<file path="src/rtl/s_rca16_rr_sched.sv">
// Round-robin scheduler sharing one signed ripple-carry adder among N_REQ requesters.
// The 17-bit sum and the winning index sit in a single-entry output register with valid/ready.
module s_rca16_rr_sched #(
  parameter int N_REQ = 4,
  parameter int WIDTH = 16,
  parameter int ID_W  = 2
) (
  input  logic                   clk,
  input  logic                   rst,
  input  logic [N_REQ-1:0]       req_valid,
  output logic [N_REQ-1:0]       req_ready,
  input  logic [N_REQ*WIDTH-1:0] req_a,
  input  logic [N_REQ*WIDTH-1:0] req_b,
  output logic                   res_valid,
  input  logic                   res_ready,
  output logic [WIDTH:0]         res_sum,
  output logic [ID_W-1:0]        res_id
);

  localparam logic [ID_W:0]   N_REQ_L  = (ID_W+1)'(N_REQ);
  localparam logic [ID_W-1:0] LAST_IDX = ID_W'(N_REQ - 1);

  logic            res_valid_q, res_valid_d;
  logic [WIDTH:0]  res_sum_q, res_sum_d;
  logic [ID_W-1:0] res_id_q, res_id_d;
  logic [ID_W-1:0] ptr_q, ptr_d;

  logic            grant_found;
  logic [ID_W-1:0] grant_idx;
  logic [ID_W:0]   cand;
  logic            free;
  logic            fire;

  // Rotating priority scan: candidate index is ptr+k folded back into 0..N_REQ-1.
  always_comb begin
    grant_found = 1'b0;
    grant_idx   = '0;
    cand        = '0;
    for (int k = 0; k < N_REQ; k++) begin
      cand = {1'b0, ptr_q} + (ID_W+1)'(k);
      if (cand >= N_REQ_L) cand = cand - N_REQ_L;
      if (!grant_found && req_valid[cand[ID_W-1:0]]) begin
        grant_found = 1'b1;
        grant_idx   = cand[ID_W-1:0];
      end
    end
  end

  assign free      = !res_valid_q || res_ready;
  assign fire      = free && grant_found && !rst;
  assign req_ready = fire ? (N_REQ'(1) << grant_idx) : '0;

  logic [WIDTH-1:0] a_sel, b_sel;
  logic [WIDTH:0]   a_ext, b_ext, sum_rca, carry;

  assign a_sel    = req_a[grant_idx*WIDTH +: WIDTH];
  assign b_sel    = req_b[grant_idx*WIDTH +: WIDTH];
  assign a_ext    = {a_sel[WIDTH-1], a_sel};
  assign b_ext    = {b_sel[WIDTH-1], b_sel};
  assign carry[0] = 1'b0;

  // Full-adder chain over the sign-extended operands; the final carry-out is dropped.
  for (genvar gi = 0; gi <= WIDTH; gi++) begin : gen_fa
    assign sum_rca[gi] = a_ext[gi] ^ b_ext[gi] ^ carry[gi];
    if (gi < WIDTH) begin : gen_carry
      assign carry[gi+1] = (a_ext[gi] & b_ext[gi]) | (carry[gi] & (a_ext[gi] ^ b_ext[gi]));
    end
  end

  always_comb begin
    res_valid_d = res_valid_q;
    res_sum_d   = res_sum_q;
    res_id_d    = res_id_q;
    ptr_d       = ptr_q;
    if (fire) begin
      res_valid_d = 1'b1;
      res_sum_d   = sum_rca;
      res_id_d    = grant_idx;
      ptr_d       = (grant_idx == LAST_IDX) ? '0 : grant_idx + ID_W'(1);
    end else if (res_valid_q && res_ready) begin
      res_valid_d = 1'b0;
    end
  end

  always_ff @(posedge clk) begin
    if (rst) begin
      res_valid_q <= 1'b0;
      res_sum_q   <= '0;
      res_id_q    <= '0;
      ptr_q       <= '0;
    end else begin
      res_valid_q <= res_valid_d;
      res_sum_q   <= res_sum_d;
      res_id_q    <= res_id_d;
      ptr_q       <= ptr_d;
    end
  end

  assign res_valid = res_valid_q;
  assign res_sum   = res_sum_q;
  assign res_id    = res_id_q;

endmodule

</file>
<file path="config.mk">
export PLATFORM = sky130hd
export DESIGN_NAME = s_rca16_rr_sched
export DESIGN_NICKNAME = d
export VERILOG_FILES = /design/src/rtl/s_rca16_rr_sched.sv
export SDC_FILE = /design/constraint.sdc
export NUM_CORES = 1
export LEC_CHECK = 0
export ABC_AREA = 1
export BUFFER_PORTS_ARGS = -buffer_cell sky130_fd_sc_hd__buf_2
export CAP_MARGIN = 20
export CORE_ASPECT_RATIO = 0.7
export CORE_MARGIN = 2
export CORE_UTILIZATION = 50
export CTS_BUF_LIST = sky130_fd_sc_hd__clkbuf_4 sky130_fd_sc_hd__clkbuf_8
export DETAILED_ROUTE_END_ITERATION = 12
export PLACE_DENSITY_LB_ADDON = 0.3
export SYNTH_ARGS = -nofsm -noshare
export SYNTH_HDL_FRONTEND = slang
export SYNTH_SLANG_ARGS = --single-unit
</file>
<file path="constraint.sdc">
create_clock -name clk -period 12.61 [get_ports clk]
set_input_delay 1.261 -clock clk [delete_from_list [all_inputs] [get_ports clk]]
set_output_delay 1.261 -clock clk [all_outputs]
set_load 0.1 [all_outputs]
</file>
==> flow_metrics.tcl <==
set metrics [dict create \
    min_to "res_sum[2]" \
    antenna_found_initial 0 \
    place_congestion 0.8886 \
    met1Wirelength_mm 4.334 \
    route.met3.wl_um 858 \
    synth_edf_count 0 \
    start_kind "primary input" \
    grt_pass1_wl_mm 14.89 \
    max_stage_delay_ns 0.63 \
    die_x_um 96.86 \
    cts_tree "done" \
    drive_gt1_share_pct 33.17 \
    cts_made_buffers 3 \
    ant_nets 0 \
    outcome "completed" \
    cts_root_buf "clkbuf_8" \
    crit_slowest_cell "nand2_4" \
    core_um2 5784 \
    rrSetupSlack_ns 3.13 \
    rr_worst_depth 34 \
    synth_top_area_share_pct 20.65 \
    cts_htree_levels 1 \
    hold_start "res_sum[2]" \
    synth_flop_cell "dfxtp_1" \
    drt_iter0_markers 219 \
    synth_area_um2 3018 \
    area_growth_pct 22.35 \
    ys_seq_area_share_pct 14.59 \
    fin_skew_ns 0.003466 \
    grt_max_degree 74 \
    postCtsSetupRepairBufs 0 \
    viasPerCell 5.214 \
    grt_overflow 0 \
    drv_slew 0 \
    io_pins 159 \
    worst-setup-path-type "primary input to register" \
    wirelength_mm 9.351 \
    ys_top_cells_by_area "nand2_1 (21%), nand3_1 (19%), dfxtp_1 (15%)" \
    cts_resized 0 \
    max_slew_margin_pct 46.12 \
    io_buffers 158 \
    hold_viol_final 0 \
    final_nets 773 \
    ys_top_cells_by_count "nand2_1 (166), nand3_1 (116), inv_1 (35), nor2_1 (35), nand3_2 (24)" \
    yosys_register_bits 22 \
    num_rows 23 \
    grt.total_usage_pct 26.60 \
    worstReg2RegStart "ptr_q[0]" \
    synth_nets 643 \
    cp.arrival_ns 9.85 \
    finalSetupViolations 0 \
    synth_area_per_cell_um2 6.197 \
    avgRoutedWirePerCell_um 13.55 \
    wl_met2_mm 4.051 \
    synth_largest_area_cell "nand2_1" \
    period_needed_ns 9.682 \
    cp-end-kind "register" \
    clock_latency_ns 0.26 \
    finalCritPeriodShare_pct 76.78 \
    yosysWarningCount 0 \
    rsz0062_at_grt "false" \
    cts.reportedPaths.clkPinSlew_ns 0.07 \
    antenna_cells 0 \
    cap_violations 0 \
    crit_required_ns 12.78 \
    synth_most_common_cell "nand2_1" \
    syn_inst 487 \
    min_path_cells 2 \
    cp_max_fo 73 \
    drc 0 \
    synthArstFlopShare_pct 0 \
    start_util_pct 52.17 \
    die-area_um2 6683 \
    hold_buffers 0 \
    max_freq_mhz 103.3 \
    hold_class "register to register" \
    via_count 3598 \
    dp_hpwl_mm 7.210 \
    grt_pass1_vias 3257 \
    top_layer "met4" \
    clock-sinks 22 \
    drt_pass1_iterations 4 \
    r2r-end "res_sum[15]" \
    tns_ns 0 \
    cts_buffer_depth 2 \
    die_h_um 69 \
    worst_slew_pin_slew_ns 0.8075 \
    critPathMostFrequentCell "fa_1" \
    ys_types 27 \
]
-- layer usage --
metal / vias up / global-route usage (%)
met4: 0 / 5.321
met5: - / 0
met2: 178 / 41.13
li1: 1807 / -
met1: 1602 / 39.72
met3: 11 / 3.550
-- cell type report --
cell class                      instances  area (um^2)
Fill cell                             531         2092
Inverter                               39        148.9
Multi-Input combinational cell        392         2170
Timing Repair Buffer                  159        798.3
Tap cell                               75        93.84
Sequential cell                        22        440.4
Clock buffer                            3        41.29
-- worst max-delay path by stage --
stage / startpoint / to / slack (ns)
floorplan: req_valid[3] / res_sum[15] / 4.25
detailed placement: req_valid[3] / res_sum[15] / 2.67
CTS: req_valid[3] / res_sum[15] / 2.96
finish: req_valid[3] / res_sum[15] / 2.93
global route: req_valid[1] / res_sum[15] / 2.44
global placement: req_valid[3] / res_sum[15] / 2.83
-- worst max-delay path, delay by kind of cell --
| kind | cells | cell delay [ns] |
|---|---|---|
| adders and majority gates | 16 | 5.86 |
| and+or+nand+nor | 13 | 2.34 |
| buffers and inverters | 5 | 0.35 |
-- flip-flops by register name (all words and copies together), names as in the netlist --
signal / cells
res_valid: 1
res_sum: 17
ptr_q: 2
res_id: 2
-- per-stage QoR --
| step | utilization [%] | hold slack (ns) | std cells | instance area, um^2 | worst slack [ns] |
|---|---|---|---|---|---|
| 2_1_floorplan | - | 0.5287 | 487 | 3018 | 4.247 |
| 3_3_place_gp | 63.12 | 0.4571 | 687 | 3651 | 2.827 |
| 3_5_place_dp | 63.12 | 0.4658 | 687 | 3651 | 2.675 |
| 4_1_cts | 63.83 | 0.4812 | 690 | 3692 | 2.959 |
| 5_1_grt | 63.83 | 0.4967 | 690 | 3692 | 2.436 |
| 6_report | 63.83 | 0.4781 | 690 | 3692 | 2.928 |
-- layout by cell type, fill, tap and decap left out --
cell type,netlist,final
buf_4,4,1
nand2_1,166,166
inv_2,3,3
nand2_4,3,3
o21ai_0,2,2
nor2_1,35,35
inv_4,1,1
nand4_1,1,1
nand3b_1,7,7
nor2_2,1,1
nor2_4,1,1
ha_1,5,5
o21ai_1,2,2
nand3_1,116,116
nand2_2,8,8
a22oi_1,1,1
dfxtp_1,22,22
nand3_2,24,24
inv_1,35,35
buf_2,13,158
clkbuf_8,0,3
a21oi_1,3,3
fa_1,16,16
a21oi_2,1,1
-- kinds of logic (layout without fill, tap and decap cells) --
family | count (synthesis) | after routing | synth area share [%]
compound gates | 9 | 9 | 1.700
fa+ha+maj | 21 | 21 | 12.69
simple gates | 362 | 362 | 57.50
flops | 22 | 22 | 14.59
buf+inv | 73 | 201 | 13.52
Power is not shown: default switching activity piles up to over one toggle a cycle in this logic, so the estimate is an artifact.
